[config.mk]
export PLATFORM = sky130hd
export DESIGN_NAME = filter_bank_ctrl_flat
export DESIGN_NICKNAME = d
export VERILOG_FILES = /design/src/rtl/filter_bank_ctrl_if.sv /design/src/rtl/filter_bank_ctrl.sv /design/src/flat_wrapper.sv
export SDC_FILE = /design/constraint.sdc
export NUM_CORES = 1
export LEC_CHECK = 0
export ABC_AREA = 1
export BUFFER_PORTS_ARGS = -buffer_cell sky130_fd_sc_hd__buf_2
export CAP_MARGIN = 20
export CELL_PAD_IN_SITES_DETAIL_PLACEMENT = 2
export CELL_PAD_IN_SITES_GLOBAL_PLACEMENT = 2
export CORE_MARGIN = 5
export CORE_UTILIZATION = 29
export CTS_CLUSTER_SIZE = 30
export DETAILED_ROUTE_END_ITERATION = 10
export PLACE_DENSITY_LB_ADDON = 0.1
export SLEW_MARGIN = 30
export SYNTH_ARGS = -nofsm -noshare
export SYNTH_HDL_FRONTEND = slang
export SYNTH_SLANG_ARGS = --single-unit
[constraint.sdc]
create_clock -name i_clk -period 4.89 [get_ports i_clk]
set_input_delay 0.2445 -clock i_clk [delete_from_list [all_inputs] [get_ports i_clk]]
set_output_delay 0.2445 -clock i_clk [all_outputs]
set_load 0.1 [all_outputs]
[src/rtl/filter_bank_ctrl_if.sv]
// ---------------------------------------------------------------------------
// filter_bank_ctrl_if
//
// Groups the filter-select request, the three filter sample inputs and all
// controller outputs into one bundle.
//
// Modports
//   slave  : the controller side (filter_bank_ctrl).
//   master : the driving/observing side (system or bench).
//
// Signals
//   i_sel[1:0]      filter request: 0=FIR, 1=CIC, 2=IIR, 3=off
//   i_sel_stb       one-cycle strobe qualifying i_sel
//   i_fir_data      signed FIR sample (DATA_W)
//   i_cic_data      signed CIC sample (CIC_W)
//   i_iir_data      signed IIR sample (DATA_W)
//   o_fir_en/o_cic_en/o_iir_en   registered filter enables
//   o_data          signed selected sample (DATA_W)
//   o_valid         one-cycle qualifier for o_data
//   o_busy          high while the bank is flushing
//   o_active_sel    committed selection (3 = off)
//   o_peak          peak |o_data| (only with FILTER_BANK_CTRL_PEAK_EN)
// ---------------------------------------------------------------------------
interface filter_bank_ctrl_if #(
    parameter int DATA_W = 28,
    parameter int CIC_W  = 20
);
    logic [1:0]        i_sel;
    logic              i_sel_stb;
    logic [DATA_W-1:0] i_fir_data;
    logic [CIC_W-1:0]  i_cic_data;
    logic [DATA_W-1:0] i_iir_data;

    logic              o_fir_en;
    logic              o_cic_en;
    logic              o_iir_en;
    logic [DATA_W-1:0] o_data;
    logic              o_valid;
    logic              o_busy;
    logic [1:0]        o_active_sel;

`ifdef FILTER_BANK_CTRL_PEAK_EN
    logic [DATA_W-1:0] o_peak;

    modport slave (
        input  i_sel, i_sel_stb, i_fir_data, i_cic_data, i_iir_data,
        output o_fir_en, o_cic_en, o_iir_en, o_data, o_valid, o_busy,
               o_active_sel, o_peak
    );

    modport master (
        output i_sel, i_sel_stb, i_fir_data, i_cic_data, i_iir_data,
        input  o_fir_en, o_cic_en, o_iir_en, o_data, o_valid, o_busy,
               o_active_sel, o_peak
    );
`else
    modport slave (
        input  i_sel, i_sel_stb, i_fir_data, i_cic_data, i_iir_data,
        output o_fir_en, o_cic_en, o_iir_en, o_data, o_valid, o_busy,
               o_active_sel
    );

    modport master (
        output i_sel, i_sel_stb, i_fir_data, i_cic_data, i_iir_data,
        input  o_fir_en, o_cic_en, o_iir_en, o_data, o_valid, o_busy,
               o_active_sel
    );
`endif
endinterface

[src/rtl/filter_bank_ctrl.sv]
// ---------------------------------------------------------------------------
// filter_bank_ctrl
//
// Selects one of three filters (FIR, CIC, IIR), enables only that filter,
// lets it settle for SETTLE_CYCLES cycles after every switch, then forwards
// its samples. FIR/IIR samples are forwarded every cycle; CIC samples are
// decimated by CIC_DECIM and sign-extended to DATA_W.
//
// Ports
//   i_clk    : clock, all state changes on the rising edge
//   i_reset  : asynchronous, active-low reset
//   bus      : filter_bank_ctrl_if.slave (request, samples, outputs)
//
// Optional feature
//   FILTER_BANK_CTRL_PEAK_EN : adds bus.o_peak, the peak |o_data| seen since
//   the last flush entry (most-negative value saturates to max positive).
// ---------------------------------------------------------------------------
module filter_bank_ctrl #(
    parameter int DATA_W        = 28,
    parameter int CIC_W         = 20,
    parameter int SETTLE_CYCLES = 64,
    parameter int CIC_DECIM     = 8
) (
    input  logic              i_clk,
    input  logic              i_reset,
    filter_bank_ctrl_if.slave bus
);

    typedef enum logic [1:0] {
        IDLE  = 2'd0,
        FLUSH = 2'd1,
        RUN   = 2'd2
    } state_t;

    localparam logic [1:0]  SEL_FIR     = 2'd0;
    localparam logic [1:0]  SEL_CIC     = 2'd1;
    localparam logic [1:0]  SEL_IIR     = 2'd2;
    localparam logic [1:0]  SEL_OFF     = 2'd3;
    localparam logic [15:0] SETTLE_LAST = 16'(SETTLE_CYCLES - 1);
    localparam logic [7:0]  DECIM_LAST  = 8'(CIC_DECIM - 1);

    state_t            state_q, state_d;
    logic [1:0]        sel_q, sel_d;
    logic [15:0]       settle_q, settle_d;
    logic [7:0]        decim_q, decim_d;
    logic [2:0]        en_q, en_d;       // {iir, cic, fir}
    logic [DATA_W-1:0] data_q, data_d;
    logic              valid_q, valid_d;
    logic              flush_entry;
    logic [DATA_W-1:0] cic_ext;

    assign cic_ext = {{(DATA_W-CIC_W){bus.i_cic_data[CIC_W-1]}}, bus.i_cic_data};

    // Next-state logic. Enables, o_valid and o_data are all computed from
    // the next state so that they are registered and line up with the state
    // they belong to; flush_entry marks every (re)start of the settle period.
    always_comb begin
        state_d     = state_q;
        sel_d       = sel_q;
        flush_entry = 1'b0;

        case (state_q)
            IDLE: begin
                if (bus.i_sel_stb && bus.i_sel != SEL_OFF) begin
                    state_d     = FLUSH;
                    sel_d       = bus.i_sel;
                    flush_entry = 1'b1;
                end
            end
            FLUSH: begin
                if (bus.i_sel_stb) begin
                    if (bus.i_sel == SEL_OFF) begin
                        state_d = IDLE;
                        sel_d   = SEL_OFF;
                    end else begin
                        sel_d       = bus.i_sel;
                        flush_entry = 1'b1;
                    end
                end else if (settle_q == SETTLE_LAST) begin
                    state_d = RUN;
                end
            end
            RUN: begin
                if (bus.i_sel_stb && bus.i_sel != sel_q) begin
                    if (bus.i_sel == SEL_OFF) begin
                        state_d = IDLE;
                        sel_d   = SEL_OFF;
                    end else begin
                        state_d     = FLUSH;
                        sel_d       = bus.i_sel;
                        flush_entry = 1'b1;
                    end
                end
            end
            default: begin
                state_d = IDLE;
                sel_d   = SEL_OFF;
            end
        endcase

        settle_d = '0;
        if (state_d == FLUSH && !flush_entry) begin
            settle_d = settle_q + 16'd1;
        end

        // The decimation count restarts at 0 whenever RUN is (re)entered.
        decim_d = '0;
        if (state_q == RUN && state_d == RUN && sel_q == SEL_CIC) begin
            decim_d = (decim_q == DECIM_LAST) ? 8'd0 : decim_q + 8'd1;
        end

        en_d = 3'b000;
        if (state_d != IDLE) begin
            case (sel_d)
                SEL_FIR: en_d = 3'b001;
                SEL_CIC: en_d = 3'b010;
                SEL_IIR: en_d = 3'b100;
                default: en_d = 3'b000;
            endcase
        end

        valid_d = (state_d == RUN) && (sel_d != SEL_CIC || decim_d == 8'd0);

        data_d = data_q;
        if (valid_d) begin
            case (sel_d)
                SEL_CIC: data_d = cic_ext;
                SEL_IIR: data_d = bus.i_iir_data;
                default: data_d = bus.i_fir_data;
            endcase
        end
    end

    // State and output registers.
    always_ff @(posedge i_clk or negedge i_reset) begin
        if (!i_reset) begin
            state_q  <= IDLE;
            sel_q    <= SEL_OFF;
            settle_q <= '0;
            decim_q  <= '0;
            en_q     <= '0;
            data_q   <= '0;
            valid_q  <= 1'b0;
        end else begin
            state_q  <= state_d;
            sel_q    <= sel_d;
            settle_q <= settle_d;
            decim_q  <= decim_d;
            en_q     <= en_d;
            data_q   <= data_d;
            valid_q  <= valid_d;
        end
    end

    assign bus.o_fir_en     = en_q[0];
    assign bus.o_cic_en     = en_q[1];
    assign bus.o_iir_en     = en_q[2];
    assign bus.o_data       = data_q;
    assign bus.o_valid      = valid_q;
    assign bus.o_busy       = (state_q == FLUSH);
    assign bus.o_active_sel = sel_q;

`ifdef FILTER_BANK_CTRL_PEAK_EN
    localparam logic [DATA_W-1:0] MOST_NEG = {1'b1, {(DATA_W-1){1'b0}}};
    localparam logic [DATA_W-1:0] MAX_POS  = {1'b0, {(DATA_W-1){1'b1}}};

    logic [DATA_W-1:0] peak_q, peak_d, mag_d;

    // Magnitude of the sample being registered this cycle; the most-negative
    // code has no positive counterpart and saturates instead.
    always_comb begin
        mag_d = data_d;
        if (data_d[DATA_W-1]) begin
            mag_d = (data_d == MOST_NEG) ? MAX_POS : (~data_d + 1'b1);
        end
        peak_d = peak_q;
        if (flush_entry) begin
            peak_d = '0;
        end else if (valid_d && mag_d > peak_q) begin
            peak_d = mag_d;
        end
    end

    always_ff @(posedge i_clk or negedge i_reset) begin
        if (!i_reset) begin
            peak_q <= '0;
        end else begin
            peak_q <= peak_d;
        end
    end

    assign bus.o_peak = peak_q;
`endif

endmodule

[src/flat_wrapper.sv]
// flat-port wrapper written by rule: the top's interface ports become plain ports
module filter_bank_ctrl_flat 
#(
    parameter int DATA_W        = 28,
    parameter int CIC_W         = 20,
    parameter int SETTLE_CYCLES = 64,
    parameter int CIC_DECIM     = 8
)
  (i_clk, i_reset, bus_i_sel, bus_i_sel_stb, bus_i_fir_data, bus_i_cic_data, bus_i_iir_data, bus_o_fir_en, bus_o_cic_en, bus_o_iir_en, bus_o_data, bus_o_valid, bus_o_busy, bus_o_active_sel);
  filter_bank_ctrl_if #(.DATA_W(DATA_W), .CIC_W(CIC_W)) bus_i ();
  input  logic i_clk;
  input  logic i_reset;
  input wire logic [$bits(bus_i.i_sel)-1:0] bus_i_sel;
  input wire logic [$bits(bus_i.i_sel_stb)-1:0] bus_i_sel_stb;
  input wire logic [$bits(bus_i.i_fir_data)-1:0] bus_i_fir_data;
  input wire logic [$bits(bus_i.i_cic_data)-1:0] bus_i_cic_data;
  input wire logic [$bits(bus_i.i_iir_data)-1:0] bus_i_iir_data;
  output wire logic [$bits(bus_i.o_fir_en)-1:0] bus_o_fir_en;
  output wire logic [$bits(bus_i.o_cic_en)-1:0] bus_o_cic_en;
  output wire logic [$bits(bus_i.o_iir_en)-1:0] bus_o_iir_en;
  output wire logic [$bits(bus_i.o_data)-1:0] bus_o_data;
  output wire logic [$bits(bus_i.o_valid)-1:0] bus_o_valid;
  output wire logic [$bits(bus_i.o_busy)-1:0] bus_o_busy;
  output wire logic [$bits(bus_i.o_active_sel)-1:0] bus_o_active_sel;
  assign bus_i.i_sel = bus_i_sel;
  assign bus_i.i_sel_stb = bus_i_sel_stb;
  assign bus_i.i_fir_data = bus_i_fir_data;
  assign bus_i.i_cic_data = bus_i_cic_data;
  assign bus_i.i_iir_data = bus_i_iir_data;
  assign bus_o_fir_en = bus_i.o_fir_en;
  assign bus_o_cic_en = bus_i.o_cic_en;
  assign bus_o_iir_en = bus_i.o_iir_en;
  assign bus_o_data = bus_i.o_data;
  assign bus_o_valid = bus_i.o_valid;
  assign bus_o_busy = bus_i.o_busy;
  assign bus_o_active_sel = bus_i.o_active_sel;
  filter_bank_ctrl #(.DATA_W(DATA_W), .CIC_W(CIC_W), .SETTLE_CYCLES(SETTLE_CYCLES), .CIC_DECIM(CIC_DECIM)) u_core (.i_clk(i_clk), .i_reset(i_reset), .bus(bus_i));
endmodule
==> out/results.ini <==
[pwr]
pwr-share-comb_pct = 46.0
pwr-share-clk_pct = 31.0
cellInternalPower_uw = 1350
irDropWorstVdd_mv = 0.241
switching_share_pct = 44.5
powerDensity_nw_per_um2 = 534
power_uw = 2420
power_switching_uw = 1080
p_leak_uw = 0.00242
p_seq_share_pct = 23.1

[sta]
hold_viol = 0
fmaxAchievable_ghz = 0.332
fin_setup_tns_ns = 0
finalCritPeriodShare_pct = 61.6
rsz0062_at_grt = false
slew_headroom_pct = 45.8
clock_skew_ns = 0.0121
drv_slew = 0
setup_violations = 0
min_period_ns = 3.01
tightest_slew_ns = 0.813

[clock_tree]
clk_pin_slew_ns = 0.06
cts_resized = 0
cts_hold_buf = 0
numCtsBuffers = 9
clk_path_buf_depth = 2
cts.sinks = 60
h-tree-depth = 3
cts_root_buffer = clkbuf_16
cts_tree = done
clk_latency_ns = 0.34
post_cts_buffers = 0

[cells_and_area]
layout-drive-gt1-share_pct = 25.7
synthToLayoutAreaGrowth_pct = 28.9
nets = 697
utilization_pct = 38.0
num_antenna_cells = 0

[die]
rows = 40
io_pins = 116
initial_core_util_pct = 29.5
die_w_um = 120
core_area_um2 = 12000
dieArea_um2 = 14500
die_y_um = 120

[worst_setup_path]
max_stage_delay_ns = 0.55
crit_top_cell = nand2_1
path_depth = 12
r2r-start = u_core.decim_q[0]
crit_arrival_ns = 3.24
cp_cell_sequence = ha_1 -> nand2_1 -> inv_1 -> nand3_1 -> nand2_1 -> inv_1 -> o41ai_1 -> nand2_1 -> nand2_2 -> nand2_2 -> nand2_1 -> nand2_1
cp_max_fo = 29
ff2ff_path_depth = 12
path_delay_family = simple AND/OR/NAND/NOR gates
cp_slowest_cell = nand2_2
critPathLaunch = u_core.decim_q[0]
required_ns = 5.12
worst-setup-path-type = flip-flop to flip-flop
critPathBufInv = 2
endpoint_kind = flip-flop
start_kind = flip-flop

[drt]
drt-pass1-iter-count = 4
drtIter0Drc = 126
wl_per_cell_um = 16.3
antenna_left = 0
via_count = 3665
drc = 0
finalWirelength_mm = 12.4
routed_via_density = 4.84

[synthesis]
synth_top_family_by_area = simple AND/OR/NAND/NOR gates
yosysTopAreaCell = dfrtp_1
seq_area_frac_synth_pct = 42.7
synth_nets = 586
syn_area_um2 = 3520
synth_compound_area_share_pct = 9.58
syn_area_per_cell_um2 = 7.12
ys_ff_latch = 60
syn_inst = 495
synthSimpleGateAreaFrac_pct = 35.6
synth_top_cells_by_area = dfrtp_1, nand2_1, nor2_1
synth_top_area_share_pct = 41.2
synth-xor-area-share_pct = 0
synth_cell_types = 30
synth_fa_ha_area_share_pct = 3.55
synth_mux_area_share_pct = 0
yosys_warnings = 0

[placement]
place_congestion = 0.790
port_buffers = 115
dp_hpwl_mm = 9.50

[grt]
antenna_found_initial = 1
grt_pass1_wl_mm = 21.1
grt_max_degree = 61
track_usage_pct = 18.2
first_global_vias = 4250
grt_overflow = 0

[status]
outcome = complete, no violations

[min_path]
hp-class = input port to asynchronous set/reset pin

[run]
maxCapViolations = 0

## cells by family after synthesis
group / after synthesis
flops: 60
simple gates: 299
buf+inv: 67
compound gates: 59
fa+ha+maj: 10
## through the flow
stage / hold WS [ns] / instances / setup slack, ns / area, µm²
after floorplan: -0.0511 / 495 / 1.75 / 3520
after global placement: 0.450 / 742 / 1.59 / 4200
after detailed placement: 0.463 / 742 / 1.84 / 4200
after CTS: 0.117 / 758 / 1.79 / 4540
after global routing: 0.175 / 758 / 1.47 / 4540
final: 0.0787 / 758 / 1.88 / 4540
## placed cells by master, fill, tap and decap left out, drive strengths merged, types with 2 or more instances in the layout
master	Yosys	routed
clkinv	1	2
nand4	3	3
clkinvlp	0	2
dfstp	2	2
dfrtp	58	58
nor3	7	7
o41ai	2	2
nor3b	2	2
ha	10	10
a21oi	23	23
bufinv	0	3
nand3	42	42
o21ai	11	11
buf	9	120
a31oi	19	19
clkbuf	11	9
inv	46	47
nor2	82	82
nand2	161	161
## layout make-up
class / count / area [µm²]
well taps: 147 / 184
flip-flops and latches: 60 / 1500
fillers: 1406 / 7420
repair buffers: 120 / 613
clock buffers: 9 / 225
multi-input cells: 368 / 1720
clock inverters: 7 / 123
inverters: 47 / 176
## state kept, by name, summed over array words and instances (netlist names)
signal,count
u_core.en_q,3
u_core.bus.o_active_sel,2
u_core.bus.o_valid,1
u_core.settle_q,16
u_core.bus.o_data,28
u_core.decim_q,8
u_core.state_q,2
## path summary, 6_finish.rpt
kind                                         end  slack, ns
max                         u_core.bus.o_data[5]       1.88
min                            u_core.state_q[0]       0.08
max reg2reg                 u_core.bus.o_data[5]       1.88
min reg2reg                   u_core.settle_q[0]       0.46
max in group asynchronous      u_core.decim_q[3]       4.26
min in group i_clk         u_core.bus.o_data[22]       0.26
## cell usage after synthesis (all sizes together)
cell,number
nand2,161
nor2,82
dfrtp,58
inv,46
nand3,42
a21oi,23
a31oi,19
clkbuf,11
o21ai,11
ha,10
buf,9
nor3,7
nand4,3
dfstp,2
nor3b,2
o41ai,2
a21boi,1
and3,1
clkinv,1
nand3b,1
o2111ai,1
o211ai,1
o21bai,1
## power by group through the flow
stage	combinational (µW)	clock, µW	sequential (µW)
2_1_floorplan	680	0	700
3_3_place_gp	1120	0	568
3_5_place_dp	1140	0	570
4_1_cts	1150	769	560
5_1_grt	1260	790	564
6_report	1110	751	559
## metal layers
metal	vias up	GRT usage, %	share of wire (%)
met2	92	31.9	49
li1	1799	-	-
met5	-	0	0.089
met4	2	7.08	2.2
met3	20	6.22	6.7
met1	1752	20.4	43
Power figures use the tool's default switching activity.
